===== src/rtl/sqrt_param.sv =====
// sqrt_param: iterative restoring integer square root, one root bit per clock.
// Define SQRT_ROUND_EN to round the root to nearest (saturating at all ones).
module sqrt_param #(
    parameter int WIDTH = 16
) (
    input  logic                 clock,
    input  logic                 reset,
    input  logic                 start,
    input  logic [WIDTH-1:0]     valor,
    output logic [WIDTH/2-1:0]   sqrt,
    output logic [WIDTH/2:0]     resto,
    output logic                 endop,
    output logic                 busy
);
    localparam int N  = WIDTH / 2;
    localparam int CW = (N > 1) ? $clog2(N) : 1;

    typedef enum logic {IDLE, CALC} state_t;
    state_t state_q, state_d;

    logic [WIDTH-1:0] opnd_q, opnd_d;
    logic [N-1:0]     root_q, root_d;
    logic [N+1:0]     rem_q, rem_d;
    logic [CW-1:0]    cnt_q, cnt_d;
    logic [N-1:0]     sqrt_q, sqrt_d;
    logic [N:0]       resto_q, resto_d;
    logic             endop_q, endop_d;

    logic             accept, last, ge;
    logic [N+1:0]     rem_sh, trial;
    logic [N-1:0]     root_fin;

    assign accept = (state_q == IDLE) && start;
    assign last   = (state_q == CALC) && (cnt_q == '0);

    always_ff @(posedge clock) begin
        if (!reset) state_q <= IDLE;
        else        state_q <= state_d;
    end

    always_comb begin
        state_d = state_q;
        unique case (state_q)
            IDLE: if (start) state_d = CALC;
            CALC: if (cnt_q == '0) state_d = IDLE;
        endcase
    end

    always_comb begin
        busy  = (state_q == CALC);
        endop = endop_q;
        sqrt  = sqrt_q;
        resto = resto_q;
    end

    // One restoring step: bring down the next operand pair, try (root<<2)|1.
    always_comb begin
        rem_sh = (rem_q << 2) | {{N{1'b0}}, opnd_q[WIDTH-1 -: 2]};
        trial  = {root_q, 2'b01};
        ge     = (rem_sh >= trial);
        opnd_d = opnd_q;
        root_d = root_q;
        rem_d  = rem_q;
        cnt_d  = cnt_q;
        if (accept) begin
            opnd_d = valor;
            root_d = '0;
            rem_d  = '0;
            cnt_d  = CW'(N - 1);
        end else if (state_q == CALC) begin
            opnd_d = opnd_q << 2;
            rem_d  = ge ? (rem_sh - trial) : rem_sh;
            root_d = {root_q[N-2:0], ge};
            cnt_d  = cnt_q - CW'(1);
        end
    end

    always_comb begin
        root_fin = root_d;
`ifdef SQRT_ROUND_EN
        // rem > root means sqrt(valor) >= root + 0.5
        if ((rem_d > {2'b00, root_d}) && !(&root_d))
            root_fin = root_d + N'(1);
`endif
        sqrt_d  = sqrt_q;
        resto_d = resto_q;
        endop_d = 1'b0;
        if (last) begin
            sqrt_d  = root_fin;
            resto_d = rem_d[N:0];
            endop_d = 1'b1;
        end
    end

    always_ff @(posedge clock) begin
        if (!reset) begin
            opnd_q  <= '0;
            root_q  <= '0;
            rem_q   <= '0;
            cnt_q   <= '0;
            sqrt_q  <= '0;
            resto_q <= '0;
            endop_q <= 1'b0;
        end else begin
            opnd_q  <= opnd_d;
            root_q  <= root_d;
            rem_q   <= rem_d;
            cnt_q   <= cnt_d;
            sqrt_q  <= sqrt_d;
            resto_q <= resto_d;
            endop_q <= endop_d;
        end
    end
endmodule


===== config.mk =====
export PLATFORM = sky130hd
export DESIGN_NAME = sqrt_param
export DESIGN_NICKNAME = d
export VERILOG_FILES = /design/src/rtl/sqrt_param.sv
export SDC_FILE = /design/constraint.sdc
export NUM_CORES = 1
export LEC_CHECK = 0
export CORE_UTILIZATION = 56
export CTS_BUF_LIST = sky130_fd_sc_hd__clkbuf_4
export CTS_CLUSTER_DIAMETER = 80
export CTS_CLUSTER_SIZE = 14
export DETAILED_ROUTE_END_ITERATION = 10
export PLACE_DENSITY = 0.93
export SYNTH_ARGS = -nofsm -noshare
export SYNTH_HDL_FRONTEND = slang
export SYNTH_SLANG_ARGS = --single-unit
export TNS_END_PERCENT = 100

===== constraint.sdc =====
create_clock -name clock -period 2.34 [get_ports clock]
set_input_delay 0.351 -clock clock [delete_from_list [all_inputs] [get_ports clock]]
set_output_delay 0.351 -clock clock [all_outputs]
set_load 0.03 [all_outputs]

# [After elaboration in Yosys (flattened, before gate mapping)]
# Cells that the tools add are included.
[classes] bitwise=2 reduce_logical=4 n_mux=13 magnitude_cmp=1 addsub=2
[ops] operator="two-way mux 16 bit" n=2
[ops] operator="two-way mux 9 bit" n=3
[ops] operator="two-way mux 8 bit" n=2
[ops] operator=">= comparator 10 bit" n=1
[ops] operator="OR 10 x 2 -> 10 bit" n=1
[ops] operator="subtractor 9 bit" n=1
[ops] operator="two-way mux 3 bit" n=2
[ops] operator="logical NOT 3 bit" n=1
[ops] operator="two-way mux 1 bit" n=3
[ops] operator="subtractor 3 x 1 -> 3 bit, second input constant" n=1
[ops] operator="logical AND 1 bit" n=2
[ops] operator="case mux 1 bit (2 select lines)" n=1
[ops] operator="nonzero test 2 bit" n=1
[ops] operator="inverter 1 bit" n=1
[totals] regBits=55 in_bits=19

# [Logic depth before layout (Yosys ltp)]
[depth] word_depth=5 depth_mapped=9

# [Least setup slack after synthesis]
# OpenSTA, ideal clock, no wires.
[synth_timing] kind="register to register" startpoint="reg opnd_q[14]" endpoint="reg resto_q[2], in the netlist resto[2]" stages_incl_launch_ff=10 path_buffers=1 arrival_time_ps=1635 path_slack_ps=576 cell_sequence="dfxtp_1 -> inv_1 -> ha_1 -> nand2b_1 -> a21oi_1 -> o21ai_2 -> and2_4 -> buf_8 -> a21oi_2 -> a21oi_1"
[synth_via] elab_chain_len=5 elab_cells_between_ends=6 cone_classes="add/sub: 1; order compare: 1; mux: 3; bitwise: 1"
[synth_rtl] element="start: declaration" line="21" rtl="logic [WIDTH-1:0] opnd_q, opnd_d;"
[synth_rtl] element="start signal: assignment" line="105" rtl="opnd_q <= opnd_d;"
[synth_rtl] element="OR 10 x 2 -> 10 bit (*)" line="58" rtl="rem_sh = (rem_q << 2) | {{N{1'b0}}, opnd_q[WIDTH-1 -: 2]};"
[synth_rtl] element="subtractor 9 bit or >= comparator 10 bit (tied branches)" line="72, 60"
[synth_rtl] element="two-way mux 9 bit (*)" line="72" rtl="rem_d = ge ? (rem_sh - trial) : rem_sh;"
[synth_rtl] element="two-way mux 9 bit (*)" line="70" rtl="end else if (state_q == CALC) begin"
[synth_rtl] element="two-way mux 9 bit (*)" line="65" rtl="if (accept) begin"
[synth_rtl] element="end signal: assignment" line="110" rtl="resto_q <= resto_d;"
[synth_rtl] element="end: declaration" line="26" rtl="logic [N:0] resto_q, resto_d;"
# Every way passes the cells marked *; elsewhere a longest branch is shown, timed or not.
# A chain may end at the register's enable or synchronous reset.

# [Final worst setup path]
[layout_timing] startpoint="reg opnd_q[14]" endpoint="reg resto_q[3], in the netlist resto[3]"
# Same word-level chain as after synthesis.

==> results.md <==
* Post-synthesis sequential area ratio at 40.8%
* Achievable clock frequency at 513 MHz
* WP buf/inv at 1
* Reg2reg setup slack at 0.39 ns
* Worst Setup End Kind: flip-flop
* Max_slew headroom at 74.4%
* GRT Total Usage at 24.3%
* DR DRC count at 2
* Boundary Pins at 38
* Leakage at 0.00124 uW
* Pre-Repair DR Iteration Count at 7
* Net count after synthesis at 351
* Initial Utilization at 59.6%
* Grt ovf at 0
* Root Buffer: clkbuf_4
* Number of global-route vias before repair at 2085
* Row cnt at 24
* Setup violations, final at 0
* Ys Warns at 0
* Synthesis-to-finish area growth at 17.7%
* Cell area after synthesis at 2650 sq um
* Final core utilization at 70.1%
* Tightest Pin Transition at 0.381 ns
* Reg2reg path depth at 8
* # resized after CTS at 0
* Routed via count at 2282
* Nets at 386
* CTS Buffer Depth at 2
* Post-DRT Antenna Nets at 0
* Asr flop ratio synth at 0%
* Post-CTS Hold Buffers at 0
* Footprint of the multi-input gates at 1410 sq um
* Critical Path AT at 2.21 ns
* GPL Wtd Cong at 0.902
* Startpoint types: flip-flop
* RR Startpoint: opnd_q[14]$_SDFFE_PN0P_
* Syn avg cell area at 8.27 sq um
* Status: complete, but fails checks
* CTS tree: yes
* Post-DP Area at 3060 sq um
* Layout cell share with drive strength beyond 1 at 9.27%
* EDFF count, synth at 0
* Crit path to: resto[3]$_SDFFE_PN0P_
* Worst hold-check path type: flip-flop to flip-flop
* CTS Buf Count at 5
* Clk_skew at 0.0153 ns
* R2r endpoint: resto[3]$_SDFFE_PN0P_
* HPWL after DPL at 4200 um
* Die width at 70.8 um
* Fillcell total at 361
* Hold wc startpoint: sqrt[5]$_SDFFE_PN0P_
* Period Utilization, post-route at 83.3%
* Vias per cell at 5.59
* Top post-synthesis cells by area: dfxtp_1 (41%), mux2i_1 (9.1%), a21oi_1 (7.6%)
* Global-route wire length before repair at 9600 um
* Final wirelength at 5720 um
* CORE AREA at 4440 sq um
* Critical path fanouts, max at 9
* Wire per inst at 14.0 um
* Chip height at 70.8 um
* RSZ-0062 raised after global routing: false
* Pin count of the biggest net entering global routing at 45
* Max incr delay on CP at 0.41 ns
* Worst Path Required at 2.61 ns
* Post-synthesis cell count at 320
* Final instance area at 3120 sq um
* Minimum clock period after layout at 1.95 ns
* CTS sink cnt at 54
* Hold Vio Cnt, Final at 0
* Die area at 5010 sq um
* Tot Pwr at 4020 uW
* Synth top area share at 40.8%
* Post-synth cell types at 42
* Most frequent cells in the layout: dfxtp_1 (54), nor2_1 (47), a21oi_1 (40)
* Buffers on Ports at 37
* Antenna violations before repair at 0
* Placed cell count at 400
* CP Class: flip-flop to flip-flop
* P per Cell Area at 1290 nW/um^2
* H-tree levels at 2
* Slew Limit Fails at 0
* Crit path top cell by count: a21oi_1
* CP max stage cell: dfxtp_1
* Commonest non-fill, non-tap cell in the layout: dfxtp_1
* Yosys top cell by area: dfxtp_1
* # Post-CTS Setup Buffers at 0
* Max-cap check violation count at 0
* Worst path cell trace: inv_1 -> ha_1 -> nand2b_1 -> a21oi_1 -> o21ai_2 -> nand2_4 -> mux2i_1 -> a21oi_1
* Worst-path clk slew at 0.16 ns
* Register bit total from synthesis at 54
* Stages on the worst setup path at 8
* Dominant synthesized flop cell: dfxtp_1
* Register Area at 1080 sq um
* Worst-Skew Late Latency at 0.36 ns
* Setup_tns at 0 ns
* Post-route insts no fill at 408
* Crit path from: opnd_q[14]$_SDFFE_PN0P_
* Critical path's top delay family: compound AO/OA/AOI/OAI gates
* # diodes at 0
* Violations in the final reports: design-rule violations
* Iteration-0 DRC Markers at 204
* Worst IR drop on VDD at 0.659 mV
[worst min path at each step]
| stage | end | slack [ns] | depth (start not counted) |
|---|---|---|---|
| floorplan | rem_q[7]$_SDFF_PN0_ | 0.44 | 2 |
| global placement | sqrt[7]$_SDFFE_PN0P_ | 0.45 | 2 |
| detailed placement | sqrt[5]$_SDFFE_PN0P_ | 0.45 | 2 |
| CTS | sqrt[5]$_SDFFE_PN0P_ | 0.47 | 2 |
| global route | sqrt[7]$_SDFFE_PN0P_ | 0.50 | 2 |
| finish | sqrt[5]$_SDFFE_PN0P_ | 0.47 | 2 |
[sequential cells by signal (all words and copies together), names as in the netlist]
| register | flops |
|---|---|
| root_q | 8 |
| opnd_q | 16 |
| rem_q | 8 |
| busy | 1 |
| sqrt | 8 |
| endop | 1 |
| resto | 9 |
| cnt_q | 3 |
[final cells by class]
cell class	count	share of cell area [%]
inverter	18	2.17
sequential	54	34.7
timing repair buffer	46	14.0
multi-input combinational	230	45.4
tap	52	2.09
clock inverter	3	0.522
clock buffer	5	1.20
[cell families (layout without fill, tap and decap cells)]
family | count (synthesis) | count (layout) | synth area share, %
multiplexers | 24 | 24 | 9.07
flip-flops | 54 | 54 | 40.8
buffers and inverters | 36 | 72 | 5.76
XOR/XNOR | 7 | 7 | 2.60
adder cells (fa/ha/maj) | 12 | 12 | 5.67
AO/OA/AOI/OAI | 77 | 77 | 17.8
AND/OR/NAND/NOR | 110 | 110 | 18.2
[where the power goes]
| group | switching, uW | internal [uW] |
|---|---|---|
| registers | 104 | 1050 |
| clock network | 286 | 113 |
| logic | 1420 | 1040 |
[through the flow]
step | setup slack (ns) | hold slack, ns
after floorplan | 0.576 | 0.442
after global placement | 0.498 | 0.447
after detailed placement | 0.386 | 0.451
after CTS | 0.382 | 0.474
after global routing | 0.163 | 0.501
final | 0.391 | 0.472
[synth_stat cells, types with 6 or more instances]
cell type,instances
a21oi_1,40
buf_1,6
clkbuf_1,6
dfxtp_1,54
ha_1,12
inv_1,17
mux2i_1,24
nand2_1,29
nand3_1,8
nor2_1,47
nor3_1,13
o21ai_0,12
o21ai_1,6
[layer usage]
metal	track usage, %	up-vias	part of all wire, %
li1	-	1163	-
met4	7.78	0	1.4
met2	38.8	66	47
met5	0	-	0
met3	4.70	8	4.4
met1	33.3	1045	47
[worst reg2reg max path, delay by kind of cell, from the launching register on]
kind,cells,cell delay [ns]
multiplexers,1,0.27
AO/OA/AOI/OAI,3,0.48
adder cells (fa/ha/maj),1,0.23
flip-flops,1,0.41
buffers and inverters,1,0.12
AND/OR/NAND/NOR,2,0.33
Power figures use the tool's default switching activity.
